**src/rtl/voice_scheduler.sv**
```systemverilog
// voice_scheduler: pops one note event per sample tick and allocates it to a voice (retrigger, free or oldest).
module voice_scheduler #(
  parameter int NVOICES = 4,
  parameter int KEYW = 8
) (
  input  logic                    clk,
  input  logic                    rst,
  input  logic                    sample_tick,
  input  logic                    fifo_empty,
  input  logic [KEYW-1:0]         fifo_key,
  input  logic [KEYW-1:0]         fifo_vel,
  output logic                    fifo_rd,
  output logic [NVOICES-1:0]      voice_newnote,
  output logic [NVOICES*KEYW-1:0] voice_key,
  output logic [NVOICES-1:0]      voice_active,
  output logic                    busy,
  output logic [KEYW-1:0]         last_key
);
  localparam int IW = $clog2(NVOICES);
  typedef enum logic [1:0] {IDLE, POP, LATCH, APPLY} state_t;
  state_t state;
  logic [KEYW-1:0] key_r, vel_r;
  logic [IW-1:0] rank [NVOICES];
  logic [NVOICES-1:0] match;
  logic [IW-1:0] hit_v, free_v, old_v, sel;
  logic hit, has_free;
  // descending scan so the lowest qualifying index wins
  always_comb begin
    match = '0;
    hit = 1'b0;
    hit_v = '0;
    has_free = 1'b0;
    free_v = '0;
    old_v = '0;
    for (int i = NVOICES - 1; i >= 0; i--) begin
      match[i] = voice_active[i] && voice_key[i*KEYW +: KEYW] == key_r;
      if (match[i]) begin
        hit = 1'b1;
        hit_v = IW'(i);
      end
      if (!voice_active[i]) begin
        has_free = 1'b1;
        free_v = IW'(i);
      end
      if (rank[i] == '0) old_v = IW'(i);
    end
    sel = hit ? hit_v : has_free ? free_v : old_v;
  end
  always_ff @(posedge clk) begin
    if (rst) begin
      state <= IDLE;
      fifo_rd <= 1'b0;
      voice_newnote <= '0;
      voice_key <= '0;
      voice_active <= '0;
      busy <= 1'b0;
      last_key <= '0;
      key_r <= '0;
      vel_r <= '0;
      for (int i = 0; i < NVOICES; i++) rank[i] <= IW'(i);
    end else begin
      fifo_rd <= 1'b0;
      voice_newnote <= '0;
      case (state)
        IDLE: if (sample_tick && !fifo_empty) begin
          state <= POP;
          fifo_rd <= 1'b1;
          busy <= 1'b1;
        end
        POP: state <= LATCH;
        LATCH: begin
          key_r <= fifo_key;
          vel_r <= fifo_vel;
          state <= APPLY;
        end
        APPLY: begin
          state <= IDLE;
          busy <= 1'b0;
          if (vel_r != '0) begin
            voice_key[sel*KEYW +: KEYW] <= key_r;
            voice_active[sel] <= 1'b1;
            voice_newnote[sel] <= 1'b1;
            last_key <= key_r;
            for (int i = 0; i < NVOICES; i++)
              if (rank[i] > rank[sel]) rank[i] <= rank[i] - 1'b1;
            rank[sel] <= IW'(NVOICES - 1);
          end else begin
            voice_active <= voice_active & ~match;
          end
        end
        default: state <= IDLE;
      endcase
    end
  end
endmodule
```
**config.mk**
```make
export PLATFORM = sky130hd
export DESIGN_NAME = voice_scheduler
export DESIGN_NICKNAME = d
export VERILOG_FILES = /design/src/rtl/voice_scheduler.sv
export SDC_FILE = /design/constraint.sdc
export NUM_CORES = 1
export LEC_CHECK = 0
export ABC_CLOCK_PERIOD_IN_PS = 3850
export CAP_MARGIN = 30
export CORE_AREA = 2 2 91 93
export CTS_CLUSTER_SIZE = 16
export DETAILED_ROUTE_END_ITERATION = 10
export DIE_AREA = 0 0 93 95
export PLACE_DENSITY = 0.78
export SYNTH_ARGS = -nofsm -noshare
export SYNTH_HDL_FRONTEND = slang
export SYNTH_SLANG_ARGS = --single-unit
```
**constraint.sdc**
```tcl
create_clock -name clk -period 3.85 [get_ports clk]
set_input_delay 0.77 -clock clk [delete_from_list [all_inputs] [get_ports clk]]
set_output_delay 0.77 -clock clk [all_outputs]
set_load 0.005 [all_outputs]
```
==> qor.txt <==
Clock Latency Late Sink = 0.35 ns
Core Area = 0.007928 mm^2
placed instance area = 0.004883 mm^2
initial antenna violation count = 0
Hold Path Cell Cnt = 2
Max FO, Critical Path = 10
Mapped Cells = 435
CP max-delay cell = dfxtp_1
number of global-route vias before repair = 3,328
H-tree levels = 3
Reg2Reg Setup Slack = 0.22 ns
Worst Skew = 0.006425 ns
crit-path most repeated cell = nor2_1
Syn Nets = 475
cell area power density = 436.5 mW/mm^2
largest net degree at the start of global routing = 41
drt pass-1 iters = 7
final instance area = 0.005179 mm^2
RR Startpoint = key_r[0]
total power = 0.002261 W
Clock transition at path regs = 0.08 ns
CTS tree = yes
crit share post-route = 94.31%
DR iter-0 viols = 168
max-slew violation count = 0
ratio of cells with drive above 1 in the final layout = 16.25%
post-synthesis register bit count = 76
I/O Pins = 70
gpl congestion = 0.9200
max_slew headroom = 57.96%
register area share after synthesis = 37.75%
CTS Root Cell = clkbuf_8
R2R depth = 13
Critical Path Sink Type = flip-flop
pre-CTS setup slack = 0.1590 ns
Die Span Y = 95 um
Max Freq = 0.2754 GHz
CP required = 4.09 ns
Worst setup SP type = flip-flop
setup violators final = 0
clock sink count = 76
CTS max path bufs = 2
top_reg_cell synth = dfxtp_1
RSZ-0062 raised after global routing = no
max-cap violation count = 0
worst slew pin tran = 0.6293 ns
fin worst setup slack = 0.2189 ns
Hold EP = last_key[2]
CP Class = reg2reg
CTS Buf Count = 9
worst-path cell chain = xor2_1, nor4_2, nand3_2, o211ai_4, nor2_1, a211oi_1, a21oi_2, ha_1, nor2_1, a21oi_1, or4b_1, a21boi_1, mux2_4
CTS Hold Buffers Added = 0
row count = 33
vias = 3,506
status = finished, final reports clean
R2R Path End = rank[3][0]
crit path DAT = 3.87 ns
Die ar. = 0.008835 mm^2
Final Hold Vio Count = 0
Routed Antenna Nets = 0
hold_sp = last_key[2]
Final Critical Period = 3.631 ns
via count normalized by instance count = 5.583
syn avg cell area = 9.265 um^2
worst stage delay on the critical path = 0.59 ns
routed len/inst = 16.21 um
# DRC = 0
n_diodes = 0
first-pass GRT wire length = 16,140 um
post-route setup TNS = 0 ns
number of unique standard cell types used by synthesis = 59
most common cell after layout, fill and taps aside = dfxtp_1
synth-to-layout area growth = 28.50%
Starting Density = 50.84%
Die X = 93 um
Yosys warning count = 0
commonest cells after routing, fill and taps aside = dfxtp_1, nor2_1, clkdlybuf4s50_1
total grt overflow = 0
post-synthesis async set-or-reset flop share = 0%
Peak supply drop = 0.2953 mV
detailed placer's ending HPWL = 7272 um
Post-Syn Area = 0.004030 mm^2
Post-synth EDFFs = 0
Leak = 1.991 nW
hold slack = 0.4566 ns
IO buf count = 69
Hold WC Path Type = reg2reg
Tot GR Track Use = 23.08%
routed wire length = 10,180 um
Layout Nets = 558
==> routing by layer <==
layer	global-route usage, %	share of wire [%]	up-vias
met5	0	0	-
met4	7.475	1.2	0
met3	4.709	5.1	15
met2	38.35	49	115
met1	30.21	45	1693
li1	-	-	1683
==> logic make-up (layout without fill, tap and decap cells) <==
logic type                 after synthesis  in the layout  share of synthesized area [%]
AOI/OAI and AO/OA                       92             92                          16.77
buffers and inverters                   40            128                          5.246
DFF                                     76             76                          37.75
adders and majority gates               22             22                          6.737
muxes                                   18             18                          4.595
and+or+nand+nor                        155            155                          20.46
xor gates and xnor gates                32             32                          8.444
==> report_power, final <==
group	switching, W	internal, W
clock network	0.000302	0.000497
registers	0.0000618	0.000834
logic	0.000314	0.000252
==> area by class of cell <==
cell class	count	area, um^2
fill	640	2749
multi-input combinational	319	2301
sequential	76	1526
timing repair buffer	96	895.9
clock inverter	6	136.4
tap	105	131.4
clock buffer	10	127.6
inverter	16	60.06
==> critical path, delay by kind of cell, from the launching register on <==
family | cells | cell delay (ns)
mux | 1 | 0.32
flops | 1 | 0.59
xor+xnor | 1 | 0.17
compound gates | 5 | 0.78
simple gates | 5 | 1.36
fa+ha+maj | 1 | 0.29
==> worst max path at each step <==
stage                  start          to  cells after the start
floorplan           key_r[7]  rank[3][0]                     14
global placement    key_r[1]  rank[3][0]                     12
detailed placement  key_r[1]  rank[3][0]                     12
CTS                 key_r[1]  rank[3][0]                     12
global route        key_r[0]  rank[3][0]                     13
finish              key_r[0]  rank[3][0]                     13
==> flip-flops by register name (all words and copies together) (netlist names) <==
name           flops
rank               8
key_r              8
fifo_rd            1
vel_r              8
voice_key         32
last_key           8
state              2
busy               1
voice_active       4
voice_newnote      4
==> per-stage QoR <==
stage	cells	utilization [%]
6_report	628	65.33
5_1_grt	628	65.33
2_1_floorplan	435	-
3_3_place_gp	608	61.41
4_1_cts	625	64.93
3_5_place_dp	609	61.60
==> what timing repair did <==
item / 4_1_cts / 5_1_grt
setup buffers: 0 / 3
endpoints found under the setup margin: 0 / 2
gates resized for setup: 0 / 5
==> Yosys cell counts (2+ instances only) <==
cell type / instances / share of area, %
clkbuf_1: 12 / 1.1
buf_6: 6 / 1.7
nand4_1: 2 / 0.31
o21ai_1: 2 / 0.25
or4_1: 2 / 0.37
a21oi_1: 23 / 2.9
or2_2: 2 / 0.31
nor3_1: 3 / 0.37
xor2_1: 8 / 1.7
nor3b_1: 2 / 0.37
nand3_1: 7 / 0.87
o21ai_0: 3 / 0.37
nor2b_1: 2 / 0.31
and2_1: 5 / 0.78
xor2_2: 8 / 3.2
o311ai_0: 2 / 0.43
nor4_4: 4 / 2.1
a211oi_1: 3 / 0.56
buf_4: 4 / 0.75
dfxtp_1: 76 / 38
a21o_1: 4 / 0.75
mux2i_1: 17 / 4.2
nand2_1: 38 / 3.5
a22oi_1: 32 / 6.0
a31oi_1: 9 / 1.4
nor4_2: 7 / 2.2
nor4_1: 4 / 0.62
nor2_1: 69 / 6.4
inv_1: 15 / 1.4
xnor2_1: 16 / 3.5
ha_1: 20 / 6.2
(Power assumes the default switching activity.)
